### src/rtl/instr_mem_pkg.sv
// instr_mem_pkg
//   Shared types and helpers for the loadable instruction memory.
//   - state_t : controller state (LOAD while the program streams in, RUN when fetches are served)
//   - clog2   : constant ceiling-log2 used to size the word index
//   - NOP     : word returned for fetches of locations never loaded
package instr_mem_pkg;

    typedef enum logic {
        LOAD = 1'b0,
        RUN  = 1'b1
    } state_t;

    localparam int unsigned NOP = 0;

    function automatic int unsigned clog2(input int unsigned n);
        int unsigned r;
        r = 0;
        while ((32'd1 << r) < n) r++;
        return r;
    endfunction

endpackage

### src/rtl/imem_sram_1r1w.sv
// imem_sram_1r1w
//   DEPTH x WIDTH storage array, one synchronous write port and one
//   registered read port. No reset: contents survive Reset by design.
//   Ports:
//     i_clk   - rising-edge clock
//     i_we    - write enable
//     i_waddr - write word index
//     i_wdata - write data
//     i_re    - read enable; o_rdata holds its value when low
//     i_raddr - read word index
//     o_rdata - read data, valid the cycle after i_re
module imem_sram_1r1w #(
    parameter int unsigned WIDTH = 32,
    parameter int unsigned DEPTH = 128,
    parameter int unsigned AW    = 7
) (
    input  logic             i_clk,
    input  logic             i_we,
    input  logic [AW-1:0]    i_waddr,
    input  logic [WIDTH-1:0] i_wdata,
    input  logic             i_re,
    input  logic [AW-1:0]    i_raddr,
    output logic [WIDTH-1:0] o_rdata
);

    logic [WIDTH-1:0] r_mem [DEPTH];
    logic [WIDTH-1:0] r_rdata;

    always_ff @(posedge i_clk) begin
        if (i_we) r_mem[i_waddr] <= i_wdata;
        if (i_re) r_rdata <= r_mem[i_raddr];
    end

    assign o_rdata = r_rdata;

endmodule

### src/rtl/instr_mem_loadable.sv
// instr_mem_loadable
//   Instruction memory that is filled through a streaming load port after
//   reset, then serves fetches with one cycle of latency.
//   Ports:
//     Clk, Reset (async, active low)
//     LoadValid/LoadData/LoadLast - program word stream, LoadLast ends loading
//     Ready        - in RUN, fetches accepted
//     LoadOverflow - sticky, a word arrived with the array already full
//     WordCount    - number of words stored (saturates at DEPTH)
//     FetchReq/Address - fetch request with byte address
//     InstrValid/Instruction/Fault - fetch response, one cycle after request
module instr_mem_loadable
    import instr_mem_pkg::*;
#(
    parameter int unsigned WIDTH        = 32,
    parameter int unsigned DEPTH        = 128,
    parameter bit          STRICT_ALIGN = 1'b0
) (
    input  logic                    Clk,
    input  logic                    Reset,
    input  logic                    LoadValid,
    input  logic [WIDTH-1:0]        LoadData,
    input  logic                    LoadLast,
    output logic                    Ready,
    output logic                    LoadOverflow,
    output logic [clog2(DEPTH):0]   WordCount,
    input  logic                    FetchReq,
    input  logic [31:0]             Address,
    output logic                    InstrValid,
    output logic [WIDTH-1:0]        Instruction,
    output logic                    Fault
);

    localparam int unsigned AW      = clog2(DEPTH);
    localparam logic [AW:0] DEPTH_W = (AW+1)'(DEPTH);

    state_t           r_state;
    logic [AW:0]      r_ptr;
    logic             r_overflow;
    logic             r_valid;
    logic             r_fault;
    logic             r_hit;     // response should carry the array word

    logic             w_full;
    logic             w_we;
    logic             w_accept;
    logic [AW-1:0]    w_idx;
    logic             w_fault;
    logic             w_loaded;
    logic [WIDTH-1:0] w_rdata;

    assign w_full   = (r_ptr == DEPTH_W);
    assign w_we     = (r_state == LOAD) && LoadValid && !w_full;
    assign w_accept = (r_state == RUN) && FetchReq;
    assign w_idx    = Address[AW+1:2];
    assign w_fault  = (Address[31:AW+2] != '0) ||
                      (STRICT_ALIGN && (Address[1:0] != 2'b00));
    // Locations at or beyond the count may hold stale data from before
    // the last reset; they must read back as NOP.
    assign w_loaded = ({1'b0, w_idx} < r_ptr);

    imem_sram_1r1w #(
        .WIDTH (WIDTH),
        .DEPTH (DEPTH),
        .AW    (AW)
    ) u_sram (
        .i_clk   (Clk),
        .i_we    (w_we),
        .i_waddr (r_ptr[AW-1:0]),
        .i_wdata (LoadData),
        .i_re    (w_accept),
        .i_raddr (w_idx),
        .o_rdata (w_rdata)
    );

    always_ff @(posedge Clk or negedge Reset) begin
        if (!Reset) begin
            r_state    <= LOAD;
            r_ptr      <= '0;
            r_overflow <= 1'b0;
            r_valid    <= 1'b0;
            r_fault    <= 1'b0;
            r_hit      <= 1'b0;
        end else begin
            case (r_state)
                LOAD: begin
                    r_valid <= 1'b0;
                    if (LoadValid) begin
                        if (w_full) r_overflow <= 1'b1;
                        else        r_ptr      <= r_ptr + 1'b1;
                        if (LoadLast) r_state <= RUN;
                    end
                end
                RUN: begin
                    r_valid <= FetchReq;
                    if (FetchReq) begin
                        r_fault <= w_fault;
                        r_hit   <= !w_fault && w_loaded;
                    end
                end
                default: r_state <= LOAD;
            endcase
        end
    end

    // The array holds its read data between requests, so gating it with the
    // registered hit flag keeps Instruction stable when no fetch is issued.
    assign Instruction  = r_hit ? w_rdata : WIDTH'(NOP);
    assign Ready        = (r_state == RUN);
    assign LoadOverflow = r_overflow;
    assign WordCount    = r_ptr;
    assign InstrValid   = r_valid;
    assign Fault        = r_fault;

endmodule

### config.mk
export PLATFORM = sky130hd
export DESIGN_NAME = instr_mem_loadable
export DESIGN_NICKNAME = d
export VERILOG_FILES = /design/src/rtl/instr_mem_pkg.sv /design/src/rtl/imem_sram_1r1w.sv /design/src/rtl/instr_mem_loadable.sv
export SDC_FILE = /design/constraint.sdc
export NUM_CORES = 2
export LEC_CHECK = 0
export ABC_AREA = 1
export CELL_PAD_IN_SITES_DETAIL_PLACEMENT = 0
export CELL_PAD_IN_SITES_GLOBAL_PLACEMENT = 1
export CORE_MARGIN = 4
export CORE_UTILIZATION = 40
export CTS_CLUSTER_DIAMETER = 80
export DETAILED_ROUTE_END_ITERATION = 7
export DONT_BUFFER_PORTS = 1
export HOLD_SLACK_MARGIN = 0.15
export PLACE_DENSITY_LB_ADDON = 0.1
export SYNTH_ARGS = -nofsm -noshare
export SYNTH_HDL_FRONTEND = slang
export SYNTH_SLANG_ARGS = --single-unit
### constraint.sdc
create_clock -name Clk -period 4.15 [get_ports Clk]
set_input_delay 0.415 -clock Clk [delete_from_list [all_inputs] [get_ports Clk]]
set_output_delay 0.415 -clock Clk [all_outputs]
set_load 0.01 [all_outputs]
==> out/qor.txt <==
Post-route clock skew: 0.0374 ns
Clock power share: 0.428
Crit path kind: primary input to register
Min-Delay Startpoint: Address[7]
Setup violations, final: 0
Routed WL per cell: 29.1 um
Hold Crit Class: primary input to register
Vias: 111k
Clock Latency Late Sink: 1.00 ns
IO Pins: 113
Status: finished with violations
Placed cells: 18.7k
Num CTS Buffers: 452
Hpwl dp: 286 mm
Register area: 124000 um^2
Distinct cells, synth: 28
Area grow syn2layout: 16.5%
H-Tree Depth: 5
DRT Pass-1 Iters: 6
RSZ-0062 raised after global routing: false
Site row count: 236
Leakage: 0.0674 uW
Mean post-synth cell area: 12.3 um^2
Die area: 426000 um^2
Max-cap violations: 0
Setup crit end kind: register
CP required: 4.96 ns
Startpoint types: primary input
P_sw: 21100 uW
Ys Warns: 0
Drt total wl: 572 mm
Routed Antenna Nets: 0
PwrDens: 472 nW/um^2
Core area: 413000 um^2
Final #Nets: 13.9k
VDD IR max: 0.356 mV
Hold-critical path endpoint: u_sram.o_rdata[10]
CP Max Fanout: 219
GRT Total Usage: 0.262
Fin crit period: 4.15 ns
Switching portion of total power: 0.231
Final cell count without fillers: 19.7k
Synthesized cell area: 166000 um^2
Setup Fix Bufs, Post-CTS: 0
Multi-input gate area: 37800 um^2
Seq pwr share: 0.505
Fmax: 241 MHz
Initial Util: 0.402
Chip Height: 653 um
Slew HR: -0.0629
Routability cong.: 0.801
Comb pwr share: 0.067
Worst Tran Pin Value: 1.59 ns
Number of max-slew violations in the final report: 40
TritonCTS clock tree: built
Post-Synthesis Cells: 13.5k
Starting DRT DRC Count: 12.3k
Setup slack, reg-to-reg: 0.45 ns
Depth of the worst hold-timing path: 3
Final worst-path cycle share: 0.999
CTS root buffer: clkbuf_16
Place WS: -2.78 ns
Arrival @ worst endpoint: 4.96 ns
Capture point of the worst reg-to-reg path: r_hit
Layout cells sized above 1: 0.102
Vias per inst: 5.65
Gr ovfl total: 0
Final Hold Viols: 0
First-pass GRT wire length: 804 mm
IO buf count: 0
Final worst-path setup slack: 0.00301 ns
R2R Path Start: Ready
Drt drc: 0
Violated checks: max-slew violations
Sequential-to-total area share from yosys stat: 0.748
Initial antenna violation count: 25
Reg clk slew, reported paths: 0.06 ns
Fillers: 36.8k
Int Pwr: 70200 uW
Largest net degree at the start of global routing: 515
Reg2Reg Depth: 9
CTS max path bufs: 4
FF+latch count, synth: 4141
Syn Nets: 13.6k
Vias in the first global route: 106k
Die W: 653 um
Clock sinks: 4141
## final cells by class
cell class | instances | area share
tap | 5474 | 0.0354
clock inverter | 279 | 0.0126
clock buffer | 544 | 0.0608
timing repair buffer | 735 | 0.0521
antenna | 18 | 0.000233
multi-input combinational | 8421 | 0.195
inverter | 70 | 0.00163
sequential | 4141 | 0.642
## logic make-up after synthesis
group                      after synthesis  share of synthesized area
xor gates and xnor gates                 7                   0.000369
and+or+nand+nor                       8398                      0.220
buffers and inverters                  980                     0.0306
AOI/OAI and AO/OA                        8                   0.000331
adders and majority gates                8                   0.000602
DFF                                   4141                      0.748
## cell usage after synthesis
cell      count  area, um^2
inv_4         2        12.5
xor2_1        7        61.3
a21oi_1       1        5.00
nor4_1        2        12.5
a22oi_1       1        7.51
nand2_1    4191       15700
buf_4       122         916
buf_12        1        20.0
nor2_1      150         563
o211ai_1      1        7.51
inv_2         3        11.3
clkbuf_1    162         608
buf_1        90         338
buf_2       493        2470
o21bai_1      1        7.51
o21ai_0       1        5.00
nand4_1       2        12.5
buf_8         2        30.0
nor3_1       10        50.1
nand3_1    4043       20200
ha_1          8         100
dfrtp_1      13         325
edfxtp_1   4128      124000
clkbuf_4      1        7.51
buf_6        39         439
inv_1        65         244
a21boi_0      1        7.51
a21o_1        2        15.0
## stage by stage
step           cell area, um^2  hold slack, ns  utilization  TNS, ns  power [uW]
2_1_floorplan           166000           0.119            -        0       49800
3_3_place_gp            177000           0.120        0.429   -76.43       52000
3_5_place_dp            177000           0.120        0.429   -77.53       52000
4_1_cts                 193000           0.152        0.468        0       92100
5_1_grt                 194000           0.160        0.468        0       94200
6_report                194000           0.223        0.468        0       91300
## per-layer routing
metal,wire (um),global-route usage,vias to the layer above,share of wire
met3,39500,0.0331,814,0.069
met2,266000,0.420,4388,0.46
met4,18100,0.0776,10,0.032
li1,-,-,49100,-
met1,249000,0.374,57000,0.43
met5,62,0,-,0.00011
## placed cells by master, fill, tap and decap left out, types with 8 or more instances in the layout
master,count
nand2_1,4187
edfxtp_1,4128
nand3_1,4037
clkbuf_16,460
buf_4,367
buf_12,260
nor2_4,127
clkinv_1,114
clkinv_2,96
clkbuf_1,87
inv_1,61
dlygate4sd3_1,50
buf_16,47
bufinv_16,39
nor2_1,23
diode_2,18
dfrtp_1,13
inv_6,10
nor3_1,9
ha_1,8
clkinvlp_4,8
bufbuf_16,8
## power by group through the flow
stage / Combinational (uW) / Clock (uW) / Sequential [uW]
5_1_grt: 6570 / 41500 / 46100
3_5_place_dp: 5040 / 0 / 47000
3_3_place_gp: 5040 / 0 / 47000
4_1_cts: 6150 / 39800 / 46100
6_report: 6140 / 39000 / 46100
2_1_floorplan: 2840 / 0 / 47000
## flip-flops by register name, summed over array words and instances (netlist names)
register / flops
u_sram.r_mem: 4096
u_sram.o_rdata: 32
WordCount: 8
Fault: 1
InstrValid: 1
LoadOverflow: 1
Ready: 1
r_hit: 1
## critical path, cell delays in order
cell and delay, ns:
buf_16 0.73, buf_16 0.78, inv_16 0.09, buf_12 0.30, buf_12 0.30, buf_4 0.24, nand3_1 0.12, nand3_1 0.07
nand3_1 0.18, nand3_1 0.24, nand3_1 0.22, nand3_1 0.50, nand2_1 0.23
## worst max-delay path by stage
stage	start	end	slack, ns	cells past startpoint
after floorplan	WordCount[0]	u_sram.r_mem[31][0]	0.35	7
after global placement	Address[2]	u_sram.o_rdata[21]	-2.75	17
after detailed placement	Address[2]	u_sram.o_rdata[21]	-2.78	17
after CTS	Address[2]	u_sram.o_rdata[21]	0.04	17
after global routing	Address[3]	u_sram.o_rdata[12]	0.05	13
final	Address[3]	u_sram.o_rdata[12]	0.003	13
## timing repair
| action | 4_1_cts | 5_1_grt |
|---|---|---|
| hold buffers | 89 | 0 |
| pin swaps | 0 | 0 |
| endpoints found under the setup margin | 33 | 23 |
| gates cloned | 8 | 3 |
| endpoints found under the hold margin | 4147 | 0 |
| gates resized for setup | 4 | 2 |
Note: power is estimated with default switching activity, not from simulation.
